### config.mk
export PLATFORM = sky130hd
export DESIGN_NAME = wavegen_axi_lite_master
export DESIGN_NICKNAME = d
export VERILOG_FILES = /design/src/rtl/wavegen_axi_lite_master.sv
export SDC_FILE = /design/constraint.sdc
export NUM_CORES = 1
export LEC_CHECK = 0
export CAP_MARGIN = 20
export CORE_MARGIN = 2
export CORE_UTILIZATION = 42
export DETAILED_ROUTE_END_ITERATION = 6
export PLACE_DENSITY = 0.8
export SYNTH_ARGS = -nofsm -noshare
export SYNTH_HDL_FRONTEND = slang
export SYNTH_SLANG_ARGS = --single-unit
export TNS_END_PERCENT = 20
### constraint.sdc
create_clock -name M_AXI_ACLK -period 2.1 [get_ports M_AXI_ACLK]
set_input_delay 0.42 -clock M_AXI_ACLK [delete_from_list [all_inputs] [get_ports M_AXI_ACLK]]
set_output_delay 0.42 -clock M_AXI_ACLK [all_outputs]
set_load 0.05 [all_outputs]
### src/rtl/wavegen_axi_lite_master.sv
// AXI4-lite initiator for the wavegen register slave.
// One command in flight; AW/W issued together, B/R collected into a response.
module wavegen_axi_lite_master #(
  parameter int C_M_AXI_ADDR_WIDTH = 6,
  parameter int TIMEOUT_CYCLES     = 1024
) (
  input  logic                          M_AXI_ACLK,
  input  logic                          M_AXI_ARESET,
  input  logic                          cmd_valid,
  output logic                          cmd_ready,
  input  logic                          cmd_write,
  input  logic [C_M_AXI_ADDR_WIDTH-1:0] cmd_addr,
  input  logic [31:0]                   cmd_wdata,
  input  logic [3:0]                    cmd_wstrb,
  output logic                          rsp_valid,
  input  logic                          rsp_ready,
  output logic                          rsp_write,
  output logic [31:0]                   rsp_rdata,
  output logic [1:0]                    rsp_resp,
  output logic                          timeout_err,
  output logic [C_M_AXI_ADDR_WIDTH-1:0] M_AXI_AWADDR,
  output logic [2:0]                    M_AXI_AWPROT,
  output logic                          M_AXI_AWVALID,
  input  logic                          M_AXI_AWREADY,
  output logic [31:0]                   M_AXI_WDATA,
  output logic [3:0]                    M_AXI_WSTRB,
  output logic                          M_AXI_WVALID,
  input  logic                          M_AXI_WREADY,
  input  logic [1:0]                    M_AXI_BRESP,
  input  logic                          M_AXI_BVALID,
  output logic                          M_AXI_BREADY,
  output logic [C_M_AXI_ADDR_WIDTH-1:0] M_AXI_ARADDR,
  output logic [2:0]                    M_AXI_ARPROT,
  output logic                          M_AXI_ARVALID,
  input  logic                          M_AXI_ARREADY,
  input  logic [31:0]                   M_AXI_RDATA,
  input  logic [1:0]                    M_AXI_RRESP,
  input  logic                          M_AXI_RVALID,
  output logic                          M_AXI_RREADY
);

  localparam int AW = C_M_AXI_ADDR_WIDTH;
  localparam bit WD_EN = (TIMEOUT_CYCLES > 0);
  localparam int CW = WD_EN ? $clog2(TIMEOUT_CYCLES + 1) : 1;
  localparam logic [CW-1:0] C_TMAX = CW'(TIMEOUT_CYCLES);

  typedef enum logic [2:0] {
    S_IDLE,
    S_WR_ADDR_DATA,
    S_WR_RESP,
    S_RD_ADDR,
    S_RD_DATA,
    S_RSP
  } state_t;

  state_t          r_state;
  logic [AW-1:0]   r_awaddr;
  logic [AW-1:0]   r_araddr;
  logic [31:0]     r_wdata;
  logic [3:0]      r_wstrb;
  logic            r_awvalid;
  logic            r_wvalid;
  logic            r_bready;
  logic            r_arvalid;
  logic            r_rready;
  logic            r_aw_done;
  logic            r_w_done;
  logic            r_rsp_valid;
  logic            r_rsp_write;
  logic [31:0]     r_rsp_rdata;
  logic [1:0]      r_rsp_resp;
  logic            r_timeout_err;
  logic [CW-1:0]   r_wd_cnt;

  logic [AW-1:0]   w_addr_al;
  logic            w_aw_fin;
  logic            w_w_fin;
  logic            w_active;
  logic            w_wd_sat;
  logic            w_wd_hit;
  logic [CW-1:0]   w_wd_nxt;

  // Word-align the byte address; the slave decodes 32-bit registers only.
  assign w_addr_al = cmd_addr & ~AW'(3);

  assign w_aw_fin = r_aw_done | (r_awvalid & M_AXI_AWREADY);
  assign w_w_fin  = r_w_done  | (r_wvalid  & M_AXI_WREADY);

  assign w_active = (r_state == S_WR_ADDR_DATA) |
                    (r_state == S_WR_RESP) |
                    (r_state == S_RD_ADDR) |
                    (r_state == S_RD_DATA);

  assign w_wd_sat = (r_wd_cnt == C_TMAX);
  assign w_wd_hit = WD_EN & w_active & ~w_wd_sat &
                    ((r_wd_cnt + 1'b1) == C_TMAX);
  assign w_wd_nxt = (WD_EN & w_active & ~w_wd_sat) ?
                    r_wd_cnt + 1'b1 : r_wd_cnt;

  assign cmd_ready     = (r_state == S_IDLE);
  assign rsp_valid     = r_rsp_valid;
  assign rsp_write     = r_rsp_write;
  assign rsp_rdata     = r_rsp_rdata;
  assign rsp_resp      = r_rsp_resp;
  assign timeout_err   = r_timeout_err;
  assign M_AXI_AWADDR  = r_awaddr;
  assign M_AXI_AWPROT  = 3'b000;
  assign M_AXI_AWVALID = r_awvalid;
  assign M_AXI_WDATA   = r_wdata;
  assign M_AXI_WSTRB   = r_wstrb;
  assign M_AXI_WVALID  = r_wvalid;
  assign M_AXI_BREADY  = r_bready;
  assign M_AXI_ARADDR  = r_araddr;
  assign M_AXI_ARPROT  = 3'b000;
  assign M_AXI_ARVALID = r_arvalid;
  assign M_AXI_RREADY  = r_rready;

  // Transaction FSM with registered AXI outputs and per-phase watchdog.
  always_ff @(posedge M_AXI_ACLK) begin
    if (M_AXI_ARESET) begin
      r_state       <= S_IDLE;
      r_awaddr      <= '0;
      r_araddr      <= '0;
      r_wdata       <= '0;
      r_wstrb       <= '0;
      r_awvalid     <= 1'b0;
      r_wvalid      <= 1'b0;
      r_bready      <= 1'b0;
      r_arvalid     <= 1'b0;
      r_rready      <= 1'b0;
      r_aw_done     <= 1'b0;
      r_w_done      <= 1'b0;
      r_rsp_valid   <= 1'b0;
      r_rsp_write   <= 1'b0;
      r_rsp_rdata   <= '0;
      r_rsp_resp    <= '0;
      r_timeout_err <= 1'b0;
      r_wd_cnt      <= '0;
    end else begin
      r_wd_cnt <= w_wd_nxt;
      if (w_wd_hit) begin
        r_timeout_err <= 1'b1;
      end
      unique case (r_state)
        S_IDLE: begin
          if (cmd_valid) begin
            r_wd_cnt <= '0;
            if (cmd_write) begin
              r_awaddr  <= w_addr_al;
              r_wdata   <= cmd_wdata;
              r_wstrb   <= cmd_wstrb;
              r_awvalid <= 1'b1;
              r_wvalid  <= 1'b1;
              r_aw_done <= 1'b0;
              r_w_done  <= 1'b0;
              r_state   <= S_WR_ADDR_DATA;
            end else begin
              r_araddr  <= w_addr_al;
              r_arvalid <= 1'b1;
              r_state   <= S_RD_ADDR;
            end
          end
        end
        S_WR_ADDR_DATA: begin
          if (r_awvalid && M_AXI_AWREADY) begin
            r_awvalid <= 1'b0;
            r_aw_done <= 1'b1;
          end
          if (r_wvalid && M_AXI_WREADY) begin
            r_wvalid <= 1'b0;
            r_w_done <= 1'b1;
          end
          if (w_aw_fin && w_w_fin) begin
            r_bready <= 1'b1;
            r_wd_cnt <= '0;
            r_state  <= S_WR_RESP;
          end
        end
        S_WR_RESP: begin
          if (M_AXI_BVALID && r_bready) begin
            r_rsp_resp  <= M_AXI_BRESP;
            r_rsp_rdata <= '0;
            r_rsp_write <= 1'b1;
            r_bready    <= 1'b0;
            r_rsp_valid <= 1'b1;
            r_wd_cnt    <= '0;
            r_state     <= S_RSP;
          end
        end
        S_RD_ADDR: begin
          if (r_arvalid && M_AXI_ARREADY) begin
            r_arvalid <= 1'b0;
            r_rready  <= 1'b1;
            r_wd_cnt  <= '0;
            r_state   <= S_RD_DATA;
          end
        end
        S_RD_DATA: begin
          if (M_AXI_RVALID && r_rready) begin
            r_rsp_rdata <= M_AXI_RDATA;
            r_rsp_resp  <= M_AXI_RRESP;
            r_rsp_write <= 1'b0;
            r_rready    <= 1'b0;
            r_rsp_valid <= 1'b1;
            r_wd_cnt    <= '0;
            r_state     <= S_RSP;
          end
        end
        S_RSP: begin
          if (r_rsp_valid && rsp_ready) begin
            r_rsp_valid <= 1'b0;
            r_wd_cnt    <= '0;
            r_state     <= S_IDLE;
          end
        end
        default: begin
          r_state <= S_IDLE;
        end
      endcase
    end
  end

endmodule

# After elaboration in Yosys (flattened, before gate mapping)

Cells that the tools add are included.

Add/sub/neg operators: 1
$mul: 0
Divide/modulo/power cells: 0
Order comparisons: 0
Equality and inequality tests: 17
Shift operators: 0
Multiplexer cells: 49
Bitwise logic cells: 11
Reductions and logical operators: 24

Operators by type and width:

| kind                                                | count |
|---|---|
| 2-to-1 mux 11 bit                                   | 7 |
| case mux 11 bit (6 select lines)                    | 1 |
| 2-to-1 mux 32 bit                                   | 2 |
| case mux 32 bit (2 select lines)                    | 1 |
| equality test 11 bit, second input constant         | 2 |
| 2-to-1 mux 1 bit                                    | 18 |
| 2-to-1 mux 3 bit                                    | 6 |
| case mux 3 bit (6 select lines)                     | 1 |
| case mux 1 bit (2 select lines)                     | 8 |
| AND reduction 4 bit                                 | 4 |
| AND reduction 3 bit                                 | 5 |
| != test 2 x 1 -> 1 bit, second input constant       | 7 |
| adder 11 x 1 -> 11 bit, second input constant       | 1 |
| nonzero test 2 bit                                  | 5 |
| logical AND 1 bit                                   | 7 |
| equality test 3 x 2 -> 1 bit, second input constant | 2 |
| equality test 3 bit, second input constant          | 2 |
| 2-to-1 mux 2 bit                                    | 3 |
| != test 2 bit, second input constant                | 3 |
| AND reduction 6 bit                                 | 1 |
| bitwise OR 1 bit                                    | 5 |
| bitwise AND 1 bit                                   | 4 |
| case mux 2 bit (2 select lines)                     | 1 |
| equality test 3 x 1 -> 1 bit, second input constant | 1 |
| other kinds (4)                                     | 5 |

Register bits: 102
Latch bits: 0
Memory bits (writable): 0
ROM bits: 0
Input bits: 88
Logic and storage cells: 120
Memories: 0

# Depth between registers and ports, before layout

Depth in word-level cells: 8
Depth in mapped cells: 9
Mapped depth without buffers: 6

# Least setup slack after synthesis

No wires, ideal clock.

Kind: flip-flop to flip-flop
Start: register r_state[1]
End: register r_awaddr[2] (netlist: M_AXI_AWADDR[2])
Setup time: 0.070 ns
Arrival time: 1.784 ns
Required time: 2.030 ns
Slack: 0.245 ns
Stages on the path, launching flop included: 8
Path buffers: 2
Period minus slack after synthesis: 1.855 ns
Cell sequence: dfxtp_1 buf_2 nor3_4 nand2_1 nor2_2 buf_4 nand2_1 a21oi_1

Longest elaborated chain between the ends: 2

RTL lines:

| what                          | line | RTL |
|---|---|---|
| start: declaration            | 56   | `state_t r_state;` |
| start signal: assignment      | 121  | `r_state <= S_IDLE;` |
| start signal: assignment      | 156  | `r_state <= S_WR_ADDR_DATA;` |
| start signal: assignment      | 160  | `r_state <= S_RD_ADDR;` |
| zero test 3 bit               | n/a  |  |
| via cmd_ready                 | 10   | `output logic cmd_ready,` |
| AND reduction 3 bit (no line) | n/a  |  |
| end signal: assignment        | 149  | `r_awaddr <= w_addr_al;` |
| end: declaration              | 57   | `logic [AW-1:0] r_awaddr;` |

The timed path passes the listed nets, and every way through them passes these cells.
A chain may end at the register's enable or synchronous reset.

# Worst setup path after layout

Start: register r_arvalid (netlist: M_AXI_ARVALID)
End: output M_AXI_ARVALID

RTL lines:

| what                     | line | RTL |
|---|---|---|
| start: declaration       | 64   | `logic r_arvalid;` |
| start signal: assignment | 129  | `r_arvalid <= 1'b0;` |
| start signal: assignment | 159  | `r_arvalid <= 1'b1;` |
| start signal: assignment | 192  | `r_arvalid <= 1'b0;` |
| end: declaration         | 34   | `output logic M_AXI_ARVALID,` |

No word-level cell between the ends.

==> out/qor.txt <==
status -> finished clean
gr busiest metal -> met2
Max Fclk -> 493 MHz
# DRC -> 0
CP startpoint kind -> flop
crit path buf inv count -> 1
maximum vdd ir drop -> 491 uV
Avg Inst Size Synth -> 8.05 um^2
Post-Place Setup Slack -> 0.00557 ns
die width -> 104 um
first-pass GRT wire length -> 18500 um
grt met3 use -> 0.0648
Post-synth EDFFs -> 0
fin crit share -> 0.965
die area -> 10800 um^2
Setup TNS -> 0 ns
# setup viols final -> 0
clock tree from TritonCTS -> built
Routed WL per cell -> 13.3 um
Worst Setup End Kind -> primary output
Top FF cell, synth -> dfxtp_1
Detail Placement HPWL -> 7880 um
Core Region -> 9730 um^2
vias in the first global route -> 3851
clk buf depth -> 2
Util after Layout -> 0.633
max incr delay on CP -> 0.86 ns
post-route minimum period -> 2.03 ns
critical-path cell with the highest stage delay -> clkdlybuf4s50_1
worst path cell trace -> clkdlybuf4s50_1
layout net count -> 771
antenna violations before repair -> 0
Syn-to-layout area delta -> 47.1%
Via Count -> 4068
Gate Count Post-Synth -> 520
Slew Viols, Final -> 0
Clk pwr share -> 0.213
initial cell density of the core -> 0.430
worst hold margin -> 0.429 ns
Reg power frac -> 0.438
met1 Usage GRT -> 0.252
Rel. slew slack -> 0.634
placed inst area -> 5990 um^2
P_leak -> 2.14 nW
ys async rst share -> 0
RSZ-0062 raised after global routing -> false
Final Wtd Congestion -> 0.862
grt ovf -> 0
Netlist cell types -> 46
clk slew on worst S/H paths -> 0.10 ns
switching power -> 1.94 mW
CTS Sinks -> 102
#FFs+latches synth -> 102
Worst Hold Class -> in -> reg
max cap viols -> 0
Die H -> 104 um
Routed Antenna Nets -> 0
TritonRoute pass-1 iters -> 4
share of post-route cells with drive strength above 1 -> 0.0599
CP Class -> reg -> out
H-tree levels -> 3
Setup Buffers After CTS -> 0
largest net degree at the start of global routing -> 49
Worst Path Arrival -> 1.61 ns
Seq/Total Area, Yosys -> 0.488
most frequent cells in the layout -> clkdlybuf4s50_1, nand2_1, dfxtp_1
P_int -> 3.19 mW
Antenna Cells -> 0
pin slew with the least headroom to its limit -> 0.547 ns
GR Util All Layers -> 0.204
Switching Share -> 0.379
Crit Path Max Fanout -> 4
CP delay by family, top -> buffers and inverters
Root Driver -> clkbuf_8
Post-Route WL -> 10900 um
Required @ worst endpoint -> 1.68 ns
initial DRC count -> 183
TritonCTS buffer count -> 9
met2 GRT Util -> 0.342
most common cell after layout, fill and taps aside -> clkdlybuf4s50_1
FP Rows -> 36
Mapped Area -> 4180 um^2
PortBufs -> 172
clk_lat worst skew -> 0.35 ns
io pins -> 185
Setup Skew -> 0.00817 ns
Comb pwr share -> 0.350
setup ws final -> 0.0733 ns
routed vias/inst -> 4.97
final hold violation count -> 0
pwr dens -> 834 nW/um^2
YS warnings -> 0
fin area -> 6150 um^2
cells by family after synthesis:
kind of cell	synth area share
simple gates	0.256
fa+ha+maj	0.00897
mux	0.0144
other cells	0.000896
xor+xnor	0.0167
buf+inv	0.0724
flops	0.488
compound gates	0.143
cell usage after synthesis (all sizes together) (7+ instances only):
| library cell | number | area share |
|---|---|---|
| nand2 | 129 | 0.12 |
| dfxtp | 102 | 0.49 |
| a21oi | 89 | 0.11 |
| nand3 | 42 | 0.051 |
| buf | 30 | 0.053 |
| nor2 | 28 | 0.028 |
| clkbuf | 16 | 0.014 |
| nor3 | 10 | 0.015 |
| nand4 | 8 | 0.012 |
| o21ai | 7 | 0.0084 |
| xor2 | 7 | 0.015 |
cell type report:
type                            count  area, um^2
Inverter                            6        22.5
Fill cell                         838        3570
Timing Repair Buffer              186        1870
Clock buffer                       10         128
Tap cell                          133         166
Clock inverter                      6        38.8
Multi-Input combinational cell    375        1890
Sequential cell                   102        2040
power by group through the flow:
stage | clock network (mW) | registers, mW | logic [mW]
after CTS | 1.12 | 2.24 | 1.80
after detailed placement | 0 | 2.29 | 1.79
after global placement | 0 | 2.28 | 1.77
after floorplan | 0 | 2.65 | 0.811
after global routing | 1.20 | 2.27 | 1.94
final | 1.09 | 2.25 | 1.79
worst reg2reg max path: stages, from the launching register on:
cell     delay (ns)
dfxtp_1        0.48
inv_1          0.12
ha_1           0.22
nand4_1        0.20
nand2_1        0.23
or3_1          0.40
a21oi_1        0.14
stage by stage:
stage,total power [mW],cells
floorplan,3.46,529
global route,5.41,818
detailed placement,4.08,802
CTS,5.17,818
finish,5.13,818
global placement,4.05,802
path summary, 6_finish.rpt:
check / from / endpoint / slack [ns] / depth (start not counted)
worst min-delay path: M_AXI_ARESET / M_AXI_WDATA[20]$_SDFFE_PP0P_ / 0.43 / 2
worst min register to register: rsp_rdata[5]$_SDFFE_PP0P_ / rsp_rdata[5]$_SDFFE_PP0P_ / 0.45 / 2
worst max-delay path: M_AXI_ARVALID$_SDFFE_PP0P_ / M_AXI_ARVALID / 0.07 / 1
worst max register to register: r_wd_cnt[0]$_SDFF_PP0_ / r_wd_cnt[4]$_SDFF_PP0_ / 0.25 / 6
routing by layer:
metal / vias to the layer above / share of wire / wire, um
li1: 2057 / - / -
met1: 1849 / 0.44 / 4790
met2: 148 / 0.47 / 5070
met3: 14 / 0.079 / 858
met4: 0 / 0.016 / 170
met5: - / 0 / 0
sequential cells by signal, summed over array words and instances (netlist names), 2 cells and up:
name,count
M_AXI_AWADDR,4
M_AXI_WSTRB,4
r_wd_cnt,11
r_state,3
M_AXI_ARADDR,4
rsp_resp,2
M_AXI_WDATA,32
rsp_rdata,32
what timing repair did:
action                                  CTS  global route
endpoints found under the setup margin    0             1
hold buffers                              0             0
gates resized for setup                   0             1
Note: power is estimated with default switching activity, not from simulation.
